## src/rtl/ct_spsram_512x59_ctrl.sv

```systemverilog
// rtl/ct_spsram_512x59_ctrl.sv - Single-port 512x59 SRAM arbiter with hardware clear sequence
module ct_spsram_512x59_ctrl #(
  parameter int ADDR_WIDTH   = 9,
  parameter int DATA_WIDTH   = 59,
  parameter int DEPTH        = 512,
  parameter int STARVE_LIMIT = 4
) (
  input  logic                  forever_cpuclk,
  input  logic                  cpurst_b,
  input  logic                  init_req,
  output logic                  init_busy,
  input  logic                  rd_req,
  input  logic [ADDR_WIDTH-1:0] rd_addr,
  output logic                  rd_gnt,
  output logic                  rd_vld,
  output logic [DATA_WIDTH-1:0] rd_data,
  input  logic                  wr_req,
  input  logic [ADDR_WIDTH-1:0] wr_addr,
  input  logic [DATA_WIDTH-1:0] wr_data,
  input  logic [DATA_WIDTH-1:0] wr_mask,
  output logic                  wr_gnt,
  output logic                  ram_cen,
  output logic                  ram_gwen,
  output logic [DATA_WIDTH-1:0] ram_wen,
  output logic [ADDR_WIDTH-1:0] ram_a,
  output logic [DATA_WIDTH-1:0] ram_d,
  input  logic [DATA_WIDTH-1:0] ram_q
);

  typedef enum logic {IDLE = 1'b0, INIT = 1'b1} state_t;

  localparam logic [ADDR_WIDTH-1:0] LAST_ADDR  = ADDR_WIDTH'(DEPTH - 1);
  localparam logic [2:0]            STARVE_MAX = 3'(STARVE_LIMIT);

  state_t                  state, state_nxt;
  logic                    init_pend;
  logic [ADDR_WIDTH-1:0]   init_cnt;
  logic [2:0]              starve_cnt;
  logic [ADDR_WIDTH-1:0]   a_hold;
  logic [DATA_WIDTH-1:0]   d_hold;
  logic                    arb_en;
  logic                    wr_wins;

  assign arb_en    = (state == IDLE) && !init_pend;
  assign wr_wins   = (starve_cnt >= STARVE_MAX);
  assign rd_gnt    = arb_en && rd_req && !(wr_req && wr_wins);
  assign wr_gnt    = arb_en && wr_req && (!rd_req || wr_wins);
  assign init_busy = init_pend || (state == INIT);
  assign rd_data   = rd_vld ? ram_q : '0;

  always_comb begin
    state_nxt = state;
    case (state)
      IDLE:    if (init_pend || init_req) state_nxt = INIT;
      INIT:    if (init_cnt == LAST_ADDR) state_nxt = IDLE;
      default: state_nxt = IDLE;
    endcase
  end

  // Address/data fall back to the previous cycle's value when idle to avoid pin toggling.
  always_comb begin
    ram_cen  = 1'b1;
    ram_gwen = 1'b1;
    ram_wen  = '1;
    ram_a    = a_hold;
    ram_d    = d_hold;
    if (state == INIT) begin
      ram_cen  = 1'b0;
      ram_gwen = 1'b0;
      ram_wen  = '0;
      ram_a    = init_cnt;
      ram_d    = '0;
    end else if (wr_gnt) begin
      ram_cen  = 1'b0;
      ram_gwen = 1'b0;
      ram_wen  = ~wr_mask;
      ram_a    = wr_addr;
      ram_d    = wr_data;
    end else if (rd_gnt) begin
      ram_cen  = 1'b0;
      ram_a    = rd_addr;
    end
  end

  always_ff @(posedge forever_cpuclk or negedge cpurst_b) begin
    if (!cpurst_b) begin
      state      <= IDLE;
      init_pend  <= 1'b1;
      init_cnt   <= '0;
      starve_cnt <= '0;
      rd_vld     <= 1'b0;
      a_hold     <= '0;
      d_hold     <= '0;
    end else begin
      state  <= state_nxt;
      rd_vld <= rd_gnt;
      a_hold <= ram_a;
      d_hold <= ram_d;
      if (state == IDLE && state_nxt == INIT)
        init_pend <= 1'b0;
      if (state == INIT)
        init_cnt <= (init_cnt == LAST_ADDR) ? '0 : init_cnt + ADDR_WIDTH'(1);
      if (!wr_req || wr_gnt)
        starve_cnt <= '0;
      else if (state == IDLE && starve_cnt != 3'd7)
        starve_cnt <= starve_cnt + 3'd1;
    end
  end

endmodule

```

## config.mk

```make
export PLATFORM = sky130hd
export DESIGN_NAME = ct_spsram_512x59_ctrl
export DESIGN_NICKNAME = d
export VERILOG_FILES = /design/src/rtl/ct_spsram_512x59_ctrl.sv
export SDC_FILE = /design/constraint.sdc
export NUM_CORES = 1
export LEC_CHECK = 0
export ABC_AREA = 1
export CAP_MARGIN = 20
export CORE_AREA = 2 2 151 153
export DETAILED_ROUTE_END_ITERATION = 10
export DIE_AREA = 0 0 153 155
export HOLD_SLACK_MARGIN = 0.15
export SETUP_SLACK_MARGIN = 0.5
export SYNTH_ARGS = -nofsm -noshare
export SYNTH_HDL_FRONTEND = slang
export SYNTH_SLANG_ARGS = --single-unit
```

## constraint.sdc

```tcl
create_clock -name forever_cpuclk -period 1.6 [get_ports forever_cpuclk]
set_clock_uncertainty 0.2 [all_clocks]
set_input_delay 0.24 -clock forever_cpuclk [delete_from_list [all_inputs] [get_ports forever_cpuclk]]
set_output_delay 0.24 -clock forever_cpuclk [all_outputs]
set_load 0.03 [all_outputs]
```

; Word level (Yosys, flattened, before mapping)
; Cells that the tools add are included.
[op_classes]
magnitude_cmp = 1
n_eq_ne = 2
bitwise = 2
n_reduce_logical = 17
n_addsub = 2
mux = 19
[ops]
columns = operator, n
row1 = $mux 59, 5
row2 = $not 59->59, 1
row3 = $mux 9, 4
row4 = $add 9x1->9 const B, 1
row5 = $eq 9x9->1 const B, 1
row6 = $logic_and 1x1->1, 8
row7 = $mux 1, 7
row8 = $mux 3, 2
row9 = $logic_not 1->1, 4
row10 = $logic_or 1x1->1, 4
row11 = $add 3x1->3 const B, 1
row12 = $ge 3x3->1 const B, 1
row13 = $ne 3x3->1 const B, 1
row14 = $pmux 1 s2, 1
row15 = $reduce_bool 2->1, 1
row16 = $not 1->1, 1
[word_totals]
wordCells = 50
register_bits = 83
in_bits = 200

; Logic depth before layout (Yosys ltp)
; Gate-level depths: netlist of the first run.
[logic_depth]
ltp_word = 7
mapped_depth = 9

; Worst setup path after synthesis of the first run
; No wires, ideal clock.
[synth_path]
kind = reg2out
startpoint = register init_pend
endpoint = output ram_cen
path_slack_ps = -353
t_required_ps = 1160
path_buffers = 0
arrival_ps = 1513
stages_incl_launch_ff = 5
cell_sequence = dfstp_2 -> nor2_8 -> nand3_1 -> inv_1 -> nor2_1
[synth_between]
elab_chain_len = 7
[synth_lines]
columns = item, line
row1 = from (decl), 36  ; logic init_pend;
row2 = from (signal assigned), 88  ; init_pend <= 1'b1;
row3 = from (signal assigned), 100  ; init_pend <= 1'b0;
row4 = $logic_not 1->1, 44  ; assign arb_en = (state == IDLE) && !init_pend;
row5 = $logic_and 1x1->1, 44
row6 = $logic_and 1x1->1 (2 in a row), 46  ; assign rd_gnt = arb_en && rd_req && !(wr_req && wr_wins);
row7 = via rd_gnt, 14  ; output logic rd_gnt,
row8 = $mux 1, 79  ; end else if (rd_gnt) begin
row9 = $mux 1, 73  ; end else if (wr_gnt) begin
row10 = $mux 1, 67  ; if (state == INIT) begin
row11 = to (decl), 22  ; output logic ram_cen,
; The timed path passes the listed nets, and every way through them passes these cells.

; Worst setup path in the final report of the first run
[layout_path]
startpoint = register init_pend
endpoint = output ram_wen[11]
[layout_between]
elab_chain_len = 6
[layout_lines]
columns = item, line
row1 = $logic_not 1->1, 44
row2 = $logic_and 1x1->1, 44
row3 = $logic_and 1x1->1 (2 in a row), 47  ; assign wr_gnt = arb_en && wr_req && (!rd_req || wr_wins);
row4 = $mux 59, 73
row5 = $mux 59, 67
row6 = to (decl), 24  ; output logic [DATA_WIDTH-1:0] ram_wen,
; Every way passes these cells.

==> impl_metrics.json, run 1 <==
{
  "status": "finished with violations",
  "overflow": 0,
  "firstDrtPassIters": 4,
  "htree_levels": 3,
  "syn_nets": 829,
  "netlist_area_um2": 4400,
  "wirelength_um": 21000,
  "n_antenna_cell": 0,
  "cts_tree": "done",
  "tightest_slew_ns": 0.312,
  "ctsHoldBuffers": 1,
  "cp.required_ns": 1.16,
  "ioPinCount": 392,
  "min_period_ns": 2.28,
  "nFillCells": 1945,
  "fmax_mhz": 439,
  "power_uw": 4810,
  "ant_nets": 0,
  "fin_setup_tns_ns": -95.61,
  "dp_hpwl_um": 15300,
  "ir_drop_mv": 0.439,
  "violations": "negative setup slack",
  "crit_path_end_kind": "output port",
  "ys_ff_latch": 83,
  "drt-wirelength-per-cell_um": 15.4,
  "port_buffers": 391,
  "drc": 0,
  "first_global_vias": 5401,
  "syn2layout_area_growth_pct": 170,
  "die_h_um": 155,
  "cellPowerDensity_nw_per_um2": 404,
  "die_area_um2": 23700,
  "design.core.area_um2": 22200,
  "hold_violations": 0,
  "start_kind": "flip-flop",
  "ys_seq_area_frac": 0.472,
  "initial_core_util": 0.198,
  "clock_latency_ns": 0.35,
  "min_period_over_period": 1.42,
  "drt_iter0_drc": 168,
  "multiInputGateArea_um2": 3550,
  "grt_max_degree": 42,
  "rsz0062_at_grt": "true",
  "cts.clk_slew.worst_paths_ns": 0.07,
  "fp.dieW_um": 153,
  "critical_path.max_fanout": 12,
  "synthDistinctLibCells": 25,
  "min_path_type": "primary input to asynchronous set/reset pin",
  "slew_viol_final": 0,
  "syn_area_per_cell_um2": 7.05,
  "num_vias": 5705,
  "leakage_uw": 0.00575,
  "finalSetupViolations": 206,
  "fp-row-count": 55,
  "setup_ws_ns": -0.677,
  "drv_cap": 0,
  "seqCellArea_um2": 2090,
  "crit_type": "flip-flop to output port",
  "gp_congestion": 0.754,
  "grt.total_usage": 0.159,
  "clockBufferDepth": 2,
  "antenna_found_initial": 0,
  "cts_sinks": 83,
  "finalNetCount": 1280,
  "layout-drive-gt1-share": 0.544,
  "cp.arrival_ns": 1.84,
  "cts_buffers": 9,
  "relSlewSlack": 0.792,
  "cts-root-buf": "clkbuf_16",
  "syn-instance-count": 624,
  "grt_pass1_wl_um": 29800,
  "final_core_util": 0.535,
  "synth-warning-count": 0,
  "via_per_inst": 4.18
}
==> final timing paths <==
path	to	start	cells after the start	slack (ns)
setup reg to reg	init_cnt[4]$_DFFE_PN0P_	init_cnt[0]$_DFFE_PN0P_	8	-0.10
max in group asynchronous	rd_vld$_DFF_PN0_	cpurst_b	3	0.58
hold reg to reg	d_hold[22]$_DFF_PN0_	d_hold[22]$_DFF_PN0_	2	0.28
hold / removal	d_hold[11]$_DFF_PN0_	cpurst_b	2	0.13
setup / recovery	ram_wen[11]	init_pend$_DFFE_PN1P_	8	-0.68
min in group forever_cpuclk	state$_DFF_PN0_	init_req	3	0.27
==> worst max-delay path: stages (launching register included) <==
cell and delay, ns:
dfstp_2 0.58, nor2_8 0.06, nand3_4 0.10, nand2_4 0.08, buf_12 0.15, buf_12 0.12, buf_16 0.14, o21ai_2 0.07
buf_6 0.15
==> sequential cells by signal, summed over array words and instances (netlist names) <==
register    cells
d_hold         59
a_hold          9
init_cnt        9
starve_cnt      3
init_pend       1
rd_vld          1
state           1
==> power breakdown <==
group          internal, uW       switching, uW
clock network          1080                 967
registers              2100  0.0000000000000959
logic                   443                 221
total                  3620                1190
==> kinds of logic (layout without fill, tap and decap cells) <==
group | count (synthesis) | count (layout) | share of synthesized area
buffers and inverters | 111 | 567 | 0.106
AOI/OAI and AO/OA | 79 | 79 | 0.0950
and+or+nand+nor | 345 | 345 | 0.311
adders and majority gates | 5 | 5 | 0.0142
DFF | 83 | 83 | 0.472
xor gates and xnor gates | 1 | 1 | 0.00199
==> routing by layer <==
| layer | vias up | wire length, um | track usage |
|---|---|---|---|
| met5 | - | 0 | 0 |
| met2 | 231 | 10700 | 0.266 |
| met1 | 2639 | 8580 | 0.202 |
| li1 | 2811 | - | - |
| met4 | 0 | 295 | 0.0375 |
| met3 | 24 | 1410 | 0.0496 |
==> cell usage in the layout, fill, tap and decap left out, types with 2 or more instances in the layout <==
cell	netlist	routed
nand3_1	5	3
clkdlybuf4s50_1	0	198
buf_4	2	123
clkbuf_16	0	16
nor2_2	0	2
buf_6	3	115
nand2_1	306	158
buf_12	0	22
inv_4	0	15
buf_16	0	8
inv_2	2	10
ha_4	0	2
ha_1	5	2
buf_8	0	4
a21oi_1	7	5
a21boi_4	0	5
inv_6	0	39
nand4_1	9	9
inv_8	0	3
o21ai_4	0	13
nand2_4	1	89
inv_1	71	9
o21ai_2	0	39
nand3_4	1	3
nand2_2	1	30
a21boi_2	0	3
nor2_4	0	2
nor2_1	19	15
o21ai_1	0	10
nand2_8	0	31
clkinv_4	0	2
dfrtp_4	0	2
a21oi_2	0	2
dfrtp_1	82	80
==> cell type report <==
type	instances	share of cell area
flip-flops and latches	83	0.175
clock buffers	9	0.0189
inverters	73	0.0428
multi-input cells	430	0.299
repair buffers	478	0.429
well taps	285	0.0300
clock inverters	7	0.00515
==> synth_stat cells, drive strengths merged <==
master | number | area share
clkbuf | 17 | 0.015
nand4 | 9 | 0.013
o21a | 1 | 0.0017
xnor2 | 1 | 0.0020
nor2 | 20 | 0.021
dfrtp | 82 | 0.47
ha | 5 | 0.014
nand3 | 6 | 0.0097
inv | 73 | 0.062
a21boi | 8 | 0.014
nand2 | 308 | 0.26
buf | 21 | 0.029
dfstp | 1 | 0.0060
nor3 | 1 | 0.0011
nor4 | 1 | 0.0014
o21ai | 63 | 0.072
a21oi | 7 | 0.0080
==> per-stage QoR <==
step / hold WS [ns] / worst slack, ns / area [um2] / std cells
floorplan: -0.256 / -0.114 / 5940 / 624
global placement: -0.0409 / -0.480 / 10000 / 1319
detailed placement: -0.0411 / -0.522 / 10000 / 1319
CTS: 0.115 / -0.698 / 10700 / 1348
global route: 0.143 / -0.744 / 11900 / 1365
finish: 0.125 / -0.677 / 11900 / 1365
==> repair_timing <==
item                       CTS  global route
buffers inserted             8             9
hold endpoints to repair    83             4
gates cloned                 4             8
pin swaps                    1            16
resized for setup           64           189
setup endpoints to repair  275           276
No activity file was read; power rests on OpenSTA's default activity.
==> inputs of run 2 (changes only) <==
- CTS_CLUSTER_DIAMETER: unset -> 150
==> results of run 2 <==
The final DEF is identical to that of run 1; final timing and power are the same.
